$ cat src/rtl/hilo_unit.sv
// HI/LO multiply unit: a multi-cycle signed/unsigned multiplier that writes the
// 2N-bit product into HI/LO, with MTHI/MTLO moves. Define HILO_MADD_EN to accumulate.
module hilo_unit #(
  parameter int N   = 32,
  parameter int LAT = 4
) (
  input  logic         clk,
  input  logic         rst,
  input  logic         start,
  input  logic         signed_op,
  input  logic         acc,
  input  logic [N-1:0] A,
  input  logic [N-1:0] B,
  input  logic         mthi,
  input  logic         mtlo,
  input  logic [N-1:0] wdata,
  output logic         busy,
  output logic         done,
  output logic [N-1:0] hi,
  output logic [N-1:0] lo
);

  localparam int CW = (LAT > 1) ? $clog2(LAT) : 1;

  typedef enum logic {IDLE, BUSY} state_t;

  state_t          state, state_next;
  logic [CW-1:0]   cnt;
  logic [N-1:0]    a_q, b_q;
  logic            sgn_q;
  logic            accept, finish;
  logic [2*N-1:0]  a_ext, b_ext, product, result;

  always_comb begin
    state_next = state;
    accept     = 1'b0;
    finish     = 1'b0;
    busy       = 1'b0;
    case (state)
      IDLE: begin
        if (start) begin
          accept     = 1'b1;
          state_next = BUSY;
        end
      end
      BUSY: begin
        busy = 1'b1;
        if (cnt == '0) begin
          finish     = 1'b1;
          state_next = IDLE;
        end
      end
      default: state_next = IDLE;
    endcase
  end

  always_ff @(posedge clk) begin
    if (rst) state <= IDLE;
    else     state <= state_next;
  end

  // Truncating a 2N x 2N multiply of the extended operands yields the exact
  // 2N-bit product for both signed and unsigned interpretations.
  always_comb begin
    a_ext   = sgn_q ? {{N{a_q[N-1]}}, a_q} : {{N{1'b0}}, a_q};
    b_ext   = sgn_q ? {{N{b_q[N-1]}}, b_q} : {{N{1'b0}}, b_q};
    product = a_ext * b_ext;
  end

`ifdef HILO_MADD_EN
  logic acc_q;

  always_ff @(posedge clk) begin
    if (rst)         acc_q <= 1'b0;
    else if (accept) acc_q <= acc;
  end

  assign result = acc_q ? ({hi, lo} + product) : product;
`else
  logic unused_acc;
  assign unused_acc = acc;
  assign result     = product;
`endif

  always_ff @(posedge clk) begin
    if (rst) begin
      cnt   <= '0;
      a_q   <= '0;
      b_q   <= '0;
      sgn_q <= 1'b0;
      done  <= 1'b0;
      hi    <= '0;
      lo    <= '0;
    end else begin
      done <= finish;
      if (accept) begin
        a_q   <= A;
        b_q   <= B;
        sgn_q <= signed_op;
        cnt   <= CW'(LAT - 1);
      end else if (busy && !finish) begin
        cnt <= cnt - CW'(1);
      end
      // Moves only land when the unit is idle and not being started.
      if (finish) begin
        {hi, lo} <= result;
      end else if (state == IDLE && !start) begin
        if (mthi) hi <= wdata;
        if (mtlo) lo <= wdata;
      end
    end
  end

endmodule

$ cat config.mk
export PLATFORM = sky130hd
export DESIGN_NAME = hilo_unit
export DESIGN_NICKNAME = d
export VERILOG_FILES = /design/src/rtl/hilo_unit.sv
export SDC_FILE = /design/constraint.sdc
export NUM_CORES = 2
export LEC_CHECK = 0
export CORE_AREA = 5 5 303 305
export CTS_BUF_LIST = sky130_fd_sc_hd__clkbuf_4
export DETAILED_ROUTE_END_ITERATION = 16
export DIE_AREA = 0 0 308 310
export DONT_BUFFER_PORTS = 1
export GPL_TIMING_DRIVEN = 0
export PLACE_DENSITY = 0.76
export SLEW_MARGIN = 30
export SYNTH_ARGS = -nofsm -noshare
export SYNTH_HDL_FRONTEND = slang
export SYNTH_SLANG_ARGS = --single-unit
$ cat constraint.sdc
create_clock -name clk -period 11.5 [get_ports clk]
set_input_delay 1.15 -clock clk [delete_from_list [all_inputs] [get_ports clk]]
set_output_delay 1.15 -clock clk [all_outputs]
set_load 0.005 [all_outputs]
== After elaboration in Yosys (flattened, before gate mapping) ==
Index checks and enable logic that the tools add are counted.

* Register bits after elaboration: 133
* Output and inout bits: 66
* Word-level logic and storage cells: 39
* Input port bits: 103

* $mul: 1
* Bitwise gates (word level): 1
* Reductions and logical operators: 11
* Add/sub/neg operators: 1
* Mux-type cells: 17

{| class="wikitable"
|+ Operators by type and width
! cell !! number
|-
| $mux 32 || 6
|-
| $mux 64 || 2
|-
| $mul 64x64->64 || 1
|-
| $reduce_bool 2->1 || 4
|-
| $mux 1 || 6
|-
| $mux 2 || 2
|-
| $reduce_and 2->1 || 2
|-
| $logic_and 1x1->1 || 2
|-
| $logic_not 1->1 || 2
|-
| $logic_not 2->1 || 1
|-
| $pmux 1 s2 || 1
|-
| $sub 2x1->2 const B || 1
|-
| $not 1->1 || 1
|}

== Longest topological paths before layout ==
* Depth in word-level cells: 7
* Mapped depth: 36
* Mapped depth without buffers: 33

== Worst setup path before layout ==
No wires, ideal clock.

* Kind: flip-flop to flip-flop
* From: register a_q[31]
* To: register hi[26]
* Required time: 11.421 ns
* Arrival: 8.768 ns
* Cell stages (with the launch flop): 33
* Period minus slack after synthesis: 8.847 ns
* Setup time: 0.079 ns
* Buffers on the path: 2
* Path slack: 2.653 ns
* Path through: dfxtp_1 -> and2_1 -> clkbuf_1 -> clkbuf_1 -> nand2_1 -> inv_1 -> fa_1 -> inv_1 -> fa_1 -> inv_1 -> fa_1 -> inv_1 -> fa_1 -> inv_1 -> fa_1 -> fa_1 -> fa_1 -> fa_1 -> fa_1 -> inv_1 -> fa_1 -> inv_1 -> ha_1 -> a21o_1 -> a21o_1 -> a21oi_1 -> a21oi_1 -> a21oi_1 -> o21ai_2 -> o311ai_2 -> nand2_1 -> xnor2_1 -> a211oi_2

* Longest elaborated chain between the ends: 3

{| class="wikitable"
|+ Ends and longest elaborated chain
! element !! line !! text
|-
| start, declared || 29 || <nowiki>logic [N-1:0] a_q, b_q;</nowiki>
|-
| start signal, assigned || 88 || <nowiki>a_q <= '0;</nowiki>
|-
| start signal, assigned || 97 || <nowiki>a_q <= A;</nowiki>
|-
| $mux 64 || 65 || <nowiki>a_ext = sgn_q ? {{N{a_q[N-1]}}, a_q} : {{N{1'b0}}, a_q};</nowiki>
|-
| $mul 64x64->64 || 67 || <nowiki>product = a_ext * b_ext;</nowiki>
|-
| $mux 32 || 105 || <nowiki>if (finish) begin</nowiki>
|-
| end signal, assigned || 106 || <nowiki>{hi, lo} <= result;</nowiki>
|-
| end signal, assigned || 108 || <nowiki>if (mthi) hi <= wdata;</nowiki>
|-
| end, declared || 19 || <nowiki>output logic [N-1:0] hi,</nowiki>
|}

No other way between the ends.
A chain may end at the register's enable or synchronous reset.

== Final worst setup path ==
* From: register a_q[31]
* To: register hi[27]

The elaborated chain is that of the path after synthesis.

==> flow_metrics.tcl <==
set metrics [dict create \
    yosysWarnings 0 \
    synthArstFlopShare_pct 0 \
    outcome "complete, no violations" \
    min_period_ns 11.06 \
    synth_edf_count 0 \
    io_buffers 0 \
    slew_viol_final 0 \
    setup.worst_path.start_class "register" \
    setup_viol 0 \
    io_pins 169 \
    cp.arrival_ns 11.79 \
    worst_slew_pin_slew_ns 1.125 \
    cts_tree "done" \
    fin_area_mm2 0.05480 \
    clk_pin_slew_ns 0.21 \
    seqCellArea_mm2 0.002663 \
    synth_area_mm2 0.05288 \
    path_common_cell "fa_1" \
    grt_pass1_vias 43740 \
    synth_top_area_share_pct 53.72 \
    post-route-period-util_pct 96.21 \
    syn_to_final_growth_pct 3.632 \
    vias_per_cell 5.892 \
    grt_max_degree 32 \
    synth_seq_cells 133 \
    synthDistinctLibCells 68 \
    ant_nets 0 \
    syn_area_per_cell_um2 9.272 \
    clkSinkCount 133 \
    slew_headroom_pct 24.97 \
    cts_max_level 4 \
    cts_resized 0 \
    final_core_util_pct 61.54 \
    yosysTopAreaCell "fa_1" \
    rows 110 \
    final_nets 7555 \
    worst_clock_skew_ns 0.06677 \
    core_mm2 0.08905 \
    multi_input_area_mm2 0.04337 \
    wl_per_cell_um 28.13 \
    max_stage_delay_ns 0.87 \
    ctsHoldBuffers 0 \
    regToRegStartpoint "a_q[31]$_SDFFE_PP0P_" \
    grt_first_pass_wirelength_mm 283.7 \
    worstPathMaxFanout 10 \
    yosysSeqAreaShare_pct 5.035 \
    synth_top_cells_by_area "fa_1 (54%), inv_1 (11%), ha_1 (7.3%)" \
    drive_gt1_share_pct 1.935 \
    drc_errors 0 \
    synthFlopType "dfxtp_1" \
    crit_type "register to register" \
    wirelength_mm 195.2 \
    drt_iter0_drc 4348 \
    clock_path_buffers 2 \
    dpl_cell_area_mm2 0.05446 \
    finalHoldViolCount 0 \
    numCtsBuffers 17 \
    cap_violations 0 \
    fillers 7724 \
    crit_required_ns 12.23 \
    powerDensity_mw_per_mm2 49.78 \
    root_buffer "clkbuf_4" \
    start_util_pct 59.38 \
    die_width_um 308 \
    critPathSlowestCell "fa_1" \
    die-area_mm2 0.09548 \
    vias 40900 \
    antenna_found_initial 38 \
    clk_latency_ns 0.83 \
    syn-num-nets 7534 \
    p_leak_nw 28.27 \
    gp_congestion 1.079 \
    grt-ovfl-total 0 \
    hp-class "input pin to register" \
    hold_path_startpoint "B[5]" \
    crit_path_end_kind "register" \
    drt_first_pass_iters 7 \
    dp_hpwl_mm 165.0 \
    peakVddDrop_mv 0.09818 \
    grt_usage_pct 41.94 \
    synthCells 5703 \
    max_freq_mhz 90.38 \
    dieHeight_um 310 \
    timing.critical_path.from "a_q[31]$_SDFFE_PP0P_" \
    post_cts_buffers 0 \
]
## cells by family after synthesis
logic type / Yosys count / share of synthesized area (%)
adders and majority gates: 1732 / 61.11
AOI/OAI and AO/OA: 400 / 4.832
buffers and inverters: 1821 / 12.96
xor gates and xnor gates: 119 / 1.971
and+or+nand+nor: 1475 / 13.65
muxes: 23 / 0.4354
DFF: 133 / 5.035
## metal layers
| metal | up-vias | routed length (µm) | GRT usage (%) |
|---|---|---|---|
| li1 | 16450 | - | - |
| met1 | 20830 | 64470 | 49.32 |
| met2 | 2709 | 85110 | 62.89 |
| met3 | 900 | 22460 | 11.80 |
| met4 | 6 | 23140 | 38.01 |
| met5 | - | 40 | 0 |
## critical path: cells and delay by family (launching register included)
kind                     cells  cell delay [ns]
buffers and inverters        8             1.62
adder cells (fa/ha/maj)     11             6.03
AND/OR/NAND/NOR              6             1.63
XOR/XNOR                     1             0.53
AO/OA/AOI/OAI                3             0.75
flip-flops                   1             0.44
## where the power goes
group | internal, mW | switching [mW] | leakage, nW | total (mW)
Sequential | 0.500 | 0.0646 | 1.09 | 0.564
Clock | 0.112 | 0.260 | 0.135 | 0.372
Combinational | 0.577 | 1.21 | 27.0 | 1.79
## cells in the mapped netlist, drive strengths merged, types with 16 or more instances
library cell and n:
a211oi 28, nand3 16, mux2i 23, xor2 32
ha 309, nor2 69, fa 1419, nand2 730
xnor2 87, nand4 19, a21o 32, and3 22
clkbuf 264, buf 33, a22oi 38, a21oi 177
and2 575, o21ai 53, dfxtp 133, inv 1524
## registers in the layout, indices dropped and copies added, names as in the netlist
register,count
done,1
b_q,32
state,1
hi,32
lo,32
sgn_q,1
a_q,32
cnt,2
## through the flow
step	hold slack, ns	power (mW)	TNS, ns	std cells	worst slack, ns
final	0.4151	2.728	0	6941	0.4360
after detailed placement	0.4611	2.288	0	6882	0.1138
after CTS	0.3596	2.658	0	6913	0.03587
after global routing	0.4512	2.885	-0.01056	6916	-0.01056
after global placement	0.4493	2.260	0	6879	0.2153
after floorplan	0.4367	1.641	0	5703	2.653
## final timing paths
kind	slack (ns)	cells past startpoint	end
worst max-delay path	0.44	29	hi[27]$_SDFFE_PP0P_
worst min-delay path	0.42	2	b_q[5]$_SDFFE_PP0P_
worst max register to register	0.44	29	hi[27]$_SDFFE_PP0P_
worst min register to register	0.49	1	cnt[0]$_SDFFE_PP0P_
## area by class of cell
class	count	area share [%]
Timing Repair Buffer	3	0.1073
Sequential cell	133	4.859
Buffer	296	2.149
Clock buffer	18	0.2466
Clock inverter	13	0.2283
Antenna cell	29	0.1324
Inverter	1524	10.44
Multi-Input combinational cell	3749	79.15
Tap cell	1176	2.685
## cells in the final DEF (no fill, tap or decap), drive strengths merged, types with 4 or more instances in the layout
cell and n:
nor3 15, inv 1529, and2 575, o21ai 53, a221oi 5, xor2 32
xnor2 87, dfxtp 133, nand3 16, o21a 5, maj3 4, a211oi 28
diode 29, nand2b 7, a31oi 9, nand2 730, buf 36, nor2b 9
nor2 69, ha 309, a31o 6, o22ai 9, clkbuf 281, fa 1419
a21o 32, o21bai 9, a22oi 38, mux2i 23, o211ai 5, and3 22
clkinv 4, a21oi 177, nand4 19
Power figures use the tool's default switching activity.
